<file path="src/rtl/video_timing_pkg.sv">
// Shared timing defaults, colour width and beam-counter type for the 15 kHz raster generator.
package video_timing_pkg;

  localparam int COLOR_W = 6;
  localparam int CNT_W   = 10;

  typedef logic [CNT_W-1:0] cnt_t;

  localparam int H_TOTAL_DEF         = 448;
  localparam int H_VIS_END_DEF       = 320;
  localparam int H_SYNC_START_DEF    = 344;
  localparam int H_SYNC_LEN_DEF      = 32;
  localparam int V_TOTAL_50_DEF      = 312;
  localparam int V_TOTAL_60_DEF      = 262;
  localparam int V_VIS_END_50_DEF    = 288;
  localparam int V_VIS_END_60_DEF    = 240;
  localparam int V_SYNC_START_50_DEF = 296;
  localparam int V_SYNC_START_60_DEF = 248;
  localparam int V_SYNC_LEN_DEF      = 4;
  localparam int INT_LEN_DEF         = 32;

  // Half-open window [lo, lo+len); callers guarantee lo+len fits in 10 bits.
  function automatic logic in_window(cnt_t v, cnt_t lo, cnt_t len);
    return (v >= lo) && (v < cnt_t'(lo + len));
  endfunction

endpackage

</file>
<file path="src/rtl/video_timing_counter.sv">
// Beam position counters; the frame-rate mode is latched only on the frame-wrap cycle.
module video_timing_counter
  import video_timing_pkg::*;
#(
  parameter int H_TOTAL    = H_TOTAL_DEF,
  parameter int V_TOTAL_50 = V_TOTAL_50_DEF,
  parameter int V_TOTAL_60 = V_TOTAL_60_DEF
) (
  input  logic             clkvideo,
  input  logic             rst_n,
  input  logic             mode_60hz,
  output logic [CNT_W-1:0] hcnt,
  output logic [CNT_W-1:0] vcnt,
  output logic             mode_cur
);

  localparam cnt_t H_LAST    = cnt_t'(H_TOTAL - 1);
  localparam cnt_t V_LAST_50 = cnt_t'(V_TOTAL_50 - 1);
  localparam cnt_t V_LAST_60 = cnt_t'(V_TOTAL_60 - 1);

  cnt_t v_last;
  assign v_last = mode_cur ? V_LAST_60 : V_LAST_50;

  always_ff @(posedge clkvideo or negedge rst_n) begin
    if (!rst_n) begin
      hcnt     <= '0;
      vcnt     <= '0;
      mode_cur <= 1'b0;
    end else if (hcnt == H_LAST) begin
      hcnt <= '0;
      if (vcnt == v_last) begin
        vcnt     <= '0;
        mode_cur <= mode_60hz;
      end else begin
        vcnt <= vcnt + 1'b1;
      end
    end else begin
      hcnt <= hcnt + 1'b1;
    end
  end

endmodule

</file>
<file path="src/rtl/video_sync_gen.sv">
// 15 kHz raster timing generator: window decode plus one output register stage so
// colour, syncs, blank and interrupt all lag the beam counters by exactly one clock.
module video_sync_gen
  import video_timing_pkg::*;
#(
  parameter int H_TOTAL         = H_TOTAL_DEF,
  parameter int H_VIS_END       = H_VIS_END_DEF,
  parameter int H_SYNC_START    = H_SYNC_START_DEF,
  parameter int H_SYNC_LEN      = H_SYNC_LEN_DEF,
  parameter int V_TOTAL_50      = V_TOTAL_50_DEF,
  parameter int V_TOTAL_60      = V_TOTAL_60_DEF,
  parameter int V_VIS_END_50    = V_VIS_END_50_DEF,
  parameter int V_VIS_END_60    = V_VIS_END_60_DEF,
  parameter int V_SYNC_START_50 = V_SYNC_START_50_DEF,
  parameter int V_SYNC_START_60 = V_SYNC_START_60_DEF,
  parameter int V_SYNC_LEN      = V_SYNC_LEN_DEF,
  parameter int INT_LEN         = INT_LEN_DEF
) (
  input  logic               clkvideo,
  input  logic               rst_n,
  input  logic               mode_60hz,
  input  logic [COLOR_W-1:0] ri,
  input  logic [COLOR_W-1:0] gi,
  input  logic [COLOR_W-1:0] bi,
  output logic [CNT_W-1:0]   hcnt,
  output logic [CNT_W-1:0]   vcnt,
  output logic [COLOR_W-1:0] ro,
  output logic [COLOR_W-1:0] go,
  output logic [COLOR_W-1:0] bo,
  output logic               hsync_ext_n,
  output logic               vsync_ext_n,
  output logic               csync_ext_n,
  output logic               blank,
  output logic               int_n
);

  localparam cnt_t H_VIS_END_C    = cnt_t'(H_VIS_END);
  localparam cnt_t H_SYNC_START_C = cnt_t'(H_SYNC_START);
  localparam cnt_t H_SYNC_LEN_C   = cnt_t'(H_SYNC_LEN);
  localparam cnt_t V_VIS_END_50_C = cnt_t'(V_VIS_END_50);
  localparam cnt_t V_VIS_END_60_C = cnt_t'(V_VIS_END_60);
  localparam cnt_t V_SS_50_C      = cnt_t'(V_SYNC_START_50);
  localparam cnt_t V_SS_60_C      = cnt_t'(V_SYNC_START_60);
  localparam cnt_t V_SYNC_LEN_C   = cnt_t'(V_SYNC_LEN);
  localparam cnt_t INT_LEN_C      = cnt_t'(INT_LEN);

  logic mode_cur;
  cnt_t v_vis_end;
  cnt_t v_sync_start;
  logic hs, vs, vis, irq;

  video_timing_counter #(
    .H_TOTAL    (H_TOTAL),
    .V_TOTAL_50 (V_TOTAL_50),
    .V_TOTAL_60 (V_TOTAL_60)
  ) u_counter (
    .clkvideo  (clkvideo),
    .rst_n     (rst_n),
    .mode_60hz (mode_60hz),
    .hcnt      (hcnt),
    .vcnt      (vcnt),
    .mode_cur  (mode_cur)
  );

  assign v_vis_end    = mode_cur ? V_VIS_END_60_C : V_VIS_END_50_C;
  assign v_sync_start = mode_cur ? V_SS_60_C : V_SS_50_C;

  assign hs  = in_window(hcnt, H_SYNC_START_C, H_SYNC_LEN_C);
  assign vs  = in_window(vcnt, v_sync_start, V_SYNC_LEN_C);
  assign vis = (hcnt < H_VIS_END_C) && (vcnt < v_vis_end);
  assign irq = (vcnt == v_sync_start) && (hcnt < INT_LEN_C);

  // XOR gives inverted serrations: csync goes high during hs while inside vsync.
  always_ff @(posedge clkvideo or negedge rst_n) begin
    if (!rst_n) begin
      hsync_ext_n <= 1'b1;
      vsync_ext_n <= 1'b1;
      csync_ext_n <= 1'b1;
      blank       <= 1'b1;
      int_n       <= 1'b1;
      ro          <= '0;
      go          <= '0;
      bo          <= '0;
    end else begin
      hsync_ext_n <= ~hs;
      vsync_ext_n <= ~vs;
      csync_ext_n <= ~(hs ^ vs);
      blank       <= ~vis;
      int_n       <= ~irq;
      ro          <= vis ? ri : '0;
      go          <= vis ? gi : '0;
      bo          <= vis ? bi : '0;
    end
  end

endmodule

</file>
<file path="config.mk">
export PLATFORM = sky130hd
export DESIGN_NAME = video_sync_gen
export DESIGN_NICKNAME = d
export VERILOG_FILES = /design/src/rtl/video_timing_pkg.sv /design/src/rtl/video_timing_counter.sv /design/src/rtl/video_sync_gen.sv
export SDC_FILE = /design/constraint.sdc
export NUM_CORES = 1
export LEC_CHECK = 0
export ABC_AREA = 1
export BUFFER_PORTS_ARGS = -buffer_cell sky130_fd_sc_hd__buf_4
export CAP_MARGIN = 20
export CELL_PAD_IN_SITES_DETAIL_PLACEMENT = 1
export CELL_PAD_IN_SITES_GLOBAL_PLACEMENT = 2
export CORE_UTILIZATION = 31
export DETAILED_ROUTE_END_ITERATION = 6
export PLACE_DENSITY_LB_ADDON = 0.25
export SLEW_MARGIN = 20
export SYNTH_ARGS = -nofsm -noshare
export SYNTH_HDL_FRONTEND = slang
export SYNTH_SLANG_ARGS = --single-unit
</file>
<file path="constraint.sdc">
create_clock -name clkvideo -period 4.52 [get_ports clkvideo]
set_input_delay 1.356 -clock clkvideo [delete_from_list [all_inputs] [get_ports clkvideo]]
set_output_delay 1.356 -clock clkvideo [all_outputs]
set_load 0.01 [all_outputs]
</file>
==> metrics.txt <==
outcome=completed; worst min-delay path class=reg -> reg; PortBufs=63; clock sinks=44; Clock Latency Late Sink=310 ps; top post-synthesis cells by area=dfrtp_1 (45%), nand2_1 (9.6%), nor2_1 (8.6%); Worst Path Buf+Inv=1; register area share after synthesis=0.507; Initial Utilization=0.322; Main synth FF type=dfrtp_1; area of the mapped netlist=~2200 um2; r2r setup slk=between 2000 and 3000 ps; Detail Placement HPWL=4.13 mm; DRT antenna net count=0; Worst path top cell family by delay=flip-flops; Fin. Hold Viols=0; synthesized area per cell=8.04 um2; H-tree levels=2; Synth top area share=0.446; ys async rst share=1.00; crit path to=hcnt[7]; worst-path fanout max=9; pin count of the biggest net entering global routing=45; first-pass GRT wire length=between 9 and 10 mm; delay of the slowest critical-path stage=about 520 ps; Setup crit start=u_counter.hcnt[7]; Post-Route WL=roughly 5.5 mm; f_max=422 MHz; RR Endpoint=bo[1]; synth warn=0; Core Util, Final=0.421; Ant. Diodes=0; Routability Congestion=approximately 0.8; ordered cell list for the critical path=buf_4; post-synthesis cell type count=23; RSZ-0062 raised after global routing=false; total core area=6790 um2; clk slew on worst S/H paths=roughly 90 ps; Yosys reg bits=44; post-synthesis cell count=272; initial antenna violation count=0; Clock Skew=9.25 ps; Max Slew Vio Count=0; 1st-pass router iterations=4; # nets final=around 370; CTS Buffer Depth=2; Worst R2R Path Depth=7; PD cells=270 nW/um2; # setup viols final=0; WP depth=1; post-CTS sizing=0; max_slew headroom=0.624; crit end category=output port; final setup TNS=0 ps; Synth Net Count=between 300 and 400; number of synthesized flops with an enable pin=0; peak supply drop=around 120 uV; Wirelength per Cell=12.7 um; Crit Path Class=reg -> out; Leakage=about 1.6 nW; worst path required time=between 3000 and 4000 ps; Worst path slowest cell=dfrtp_1; Startpoint Class=flop; most common cell in the netlist=nand2_1; DR vias=1884; Post-synth top cells=nand2_1 (56), nor2_1 (50), inv_1 (47); gr ovfl total=0; vias in the first global route=around 1800; share of post-route cells with drive strength above 1=0.257; cts hold-fix bufs=0; cell type with the highest aggregate area in the netlist=dfrtp_1; CTS buffer count=5; Die ar.=between 7000 and 8000 um2; P&R area growth vs syn=30.9%; drt first-iter violations=66; Post-CTS Setup Inserts=0; Min Clock Period, post-route=2370 ps; Clock Root Buffer=clkbuf_8; Least-Margin Pin Slew=approximately 560 ps; Via-to-Cell Ratio=approximately 4.3; CTS tree=yes; total track usage=0.159; die width=between 80 and 90 um; num ports=64; Final Cycle Share=0.524; max_cap viols=0; FP Rows=30; crit path DAT=1010 ps; R2R Path Start=u_counter.mode_cur; DIE HEIGHT=about 86 um; drt drc=0
[metrics by stage]
stage | total power, mW | area (um2) | hold slack, ps | worst slack (ps) | instances
6_report | 0.772 | 2860 | 517 | 2150 | 435
5_1_grt | 0.803 | 2860 | 564 | 2090 | 435
4_1_cts | 0.784 | 2860 | 525 | 2140 | 435
3_5_place_dp | 0.458 | 2750 | 509 | 2490 | 427
3_3_place_gp | 0.456 | 2750 | 507 | 2520 | 427
2_1_floorplan | 0.422 | 2190 | 524 | 2640 | 272
[how the worst min path moves through the flow]
stage | startpoint | endpoint | slack, ps | cells past startpoint
after floorplan | u_counter.hcnt[0] | u_counter.hcnt[0] | 520 | 1
after global placement | u_counter.hcnt[0] | u_counter.hcnt[0] | 510 | 1
after detailed placement | u_counter.hcnt[0] | u_counter.hcnt[0] | 510 | 1
after CTS | u_counter.hcnt[0] | u_counter.hcnt[0] | 530 | 1
after global routing | u_counter.hcnt[0] | u_counter.hcnt[0] | 560 | 1
final | u_counter.hcnt[0] | u_counter.hcnt[0] | 520 | 1
[state kept, by name (all words and copies together), names as in the netlist]
signal,flops
u_counter.hcnt,10
u_counter.vcnt,10
bo,6
go,6
ro,6
blank,1
csync_ext_n,1
hsync_ext_n,1
int_n,1
u_counter.mode_cur,1
vsync_ext_n,1
[layer usage]
layer	wire (um)	GRT usage
met1	2560	0.206
met5	0	0
met3	164	0.0337
met2	2700	0.264
met4	112	0.0545
[cell type report]
type                    count  area, um2
fillers                   838       3930
flip-flops and latches     44       1110
multi-input cells         173        855
repair buffers             63        473
inverters                  51        191
well taps                  96        120
clock buffers               5       68.8
clock inverters             3       46.3
[power breakdown]
part           internal [mW]  total [mW]  switching (mW)
Sequential             0.402       0.404         0.00210
Clock                  0.167       0.324           0.157
Combinational         0.0238      0.0445          0.0206
[cell usage in the layout, fill, tap and decap left out]
master,netlist,routed
buf_4,1,63
nand2_1,56,56
nor2_1,50,50
inv_1,47,47
dfrtp_1,39,39
nand3_1,23,23
ha_1,9,9
nor3_1,7,7
a21oi_1,6,6
o21ai_0,6,6
nand4_1,5,5
dfstp_2,5,5
clkbuf_8,0,5
inv_2,4,4
nor2_2,2,2
nand3_2,2,2
o21bai_1,2,2
nand2_2,1,1
nor2_8,1,1
xnor2_1,1,1
xor2_1,1,1
nor2_4,1,1
clkinvlp_4,0,1
inv_6,0,1
bufinv_16,0,1
[kinds of logic after synthesis]
family | share of synthesized area
AO/OA/AOI/OAI | 0.0343
XOR/XNOR | 0.00802
adder cells (fa/ha/maj) | 0.0515
buffers and inverters | 0.102
flip-flops | 0.507
AND/OR/NAND/NOR | 0.297
(Power assumes the default switching activity.)
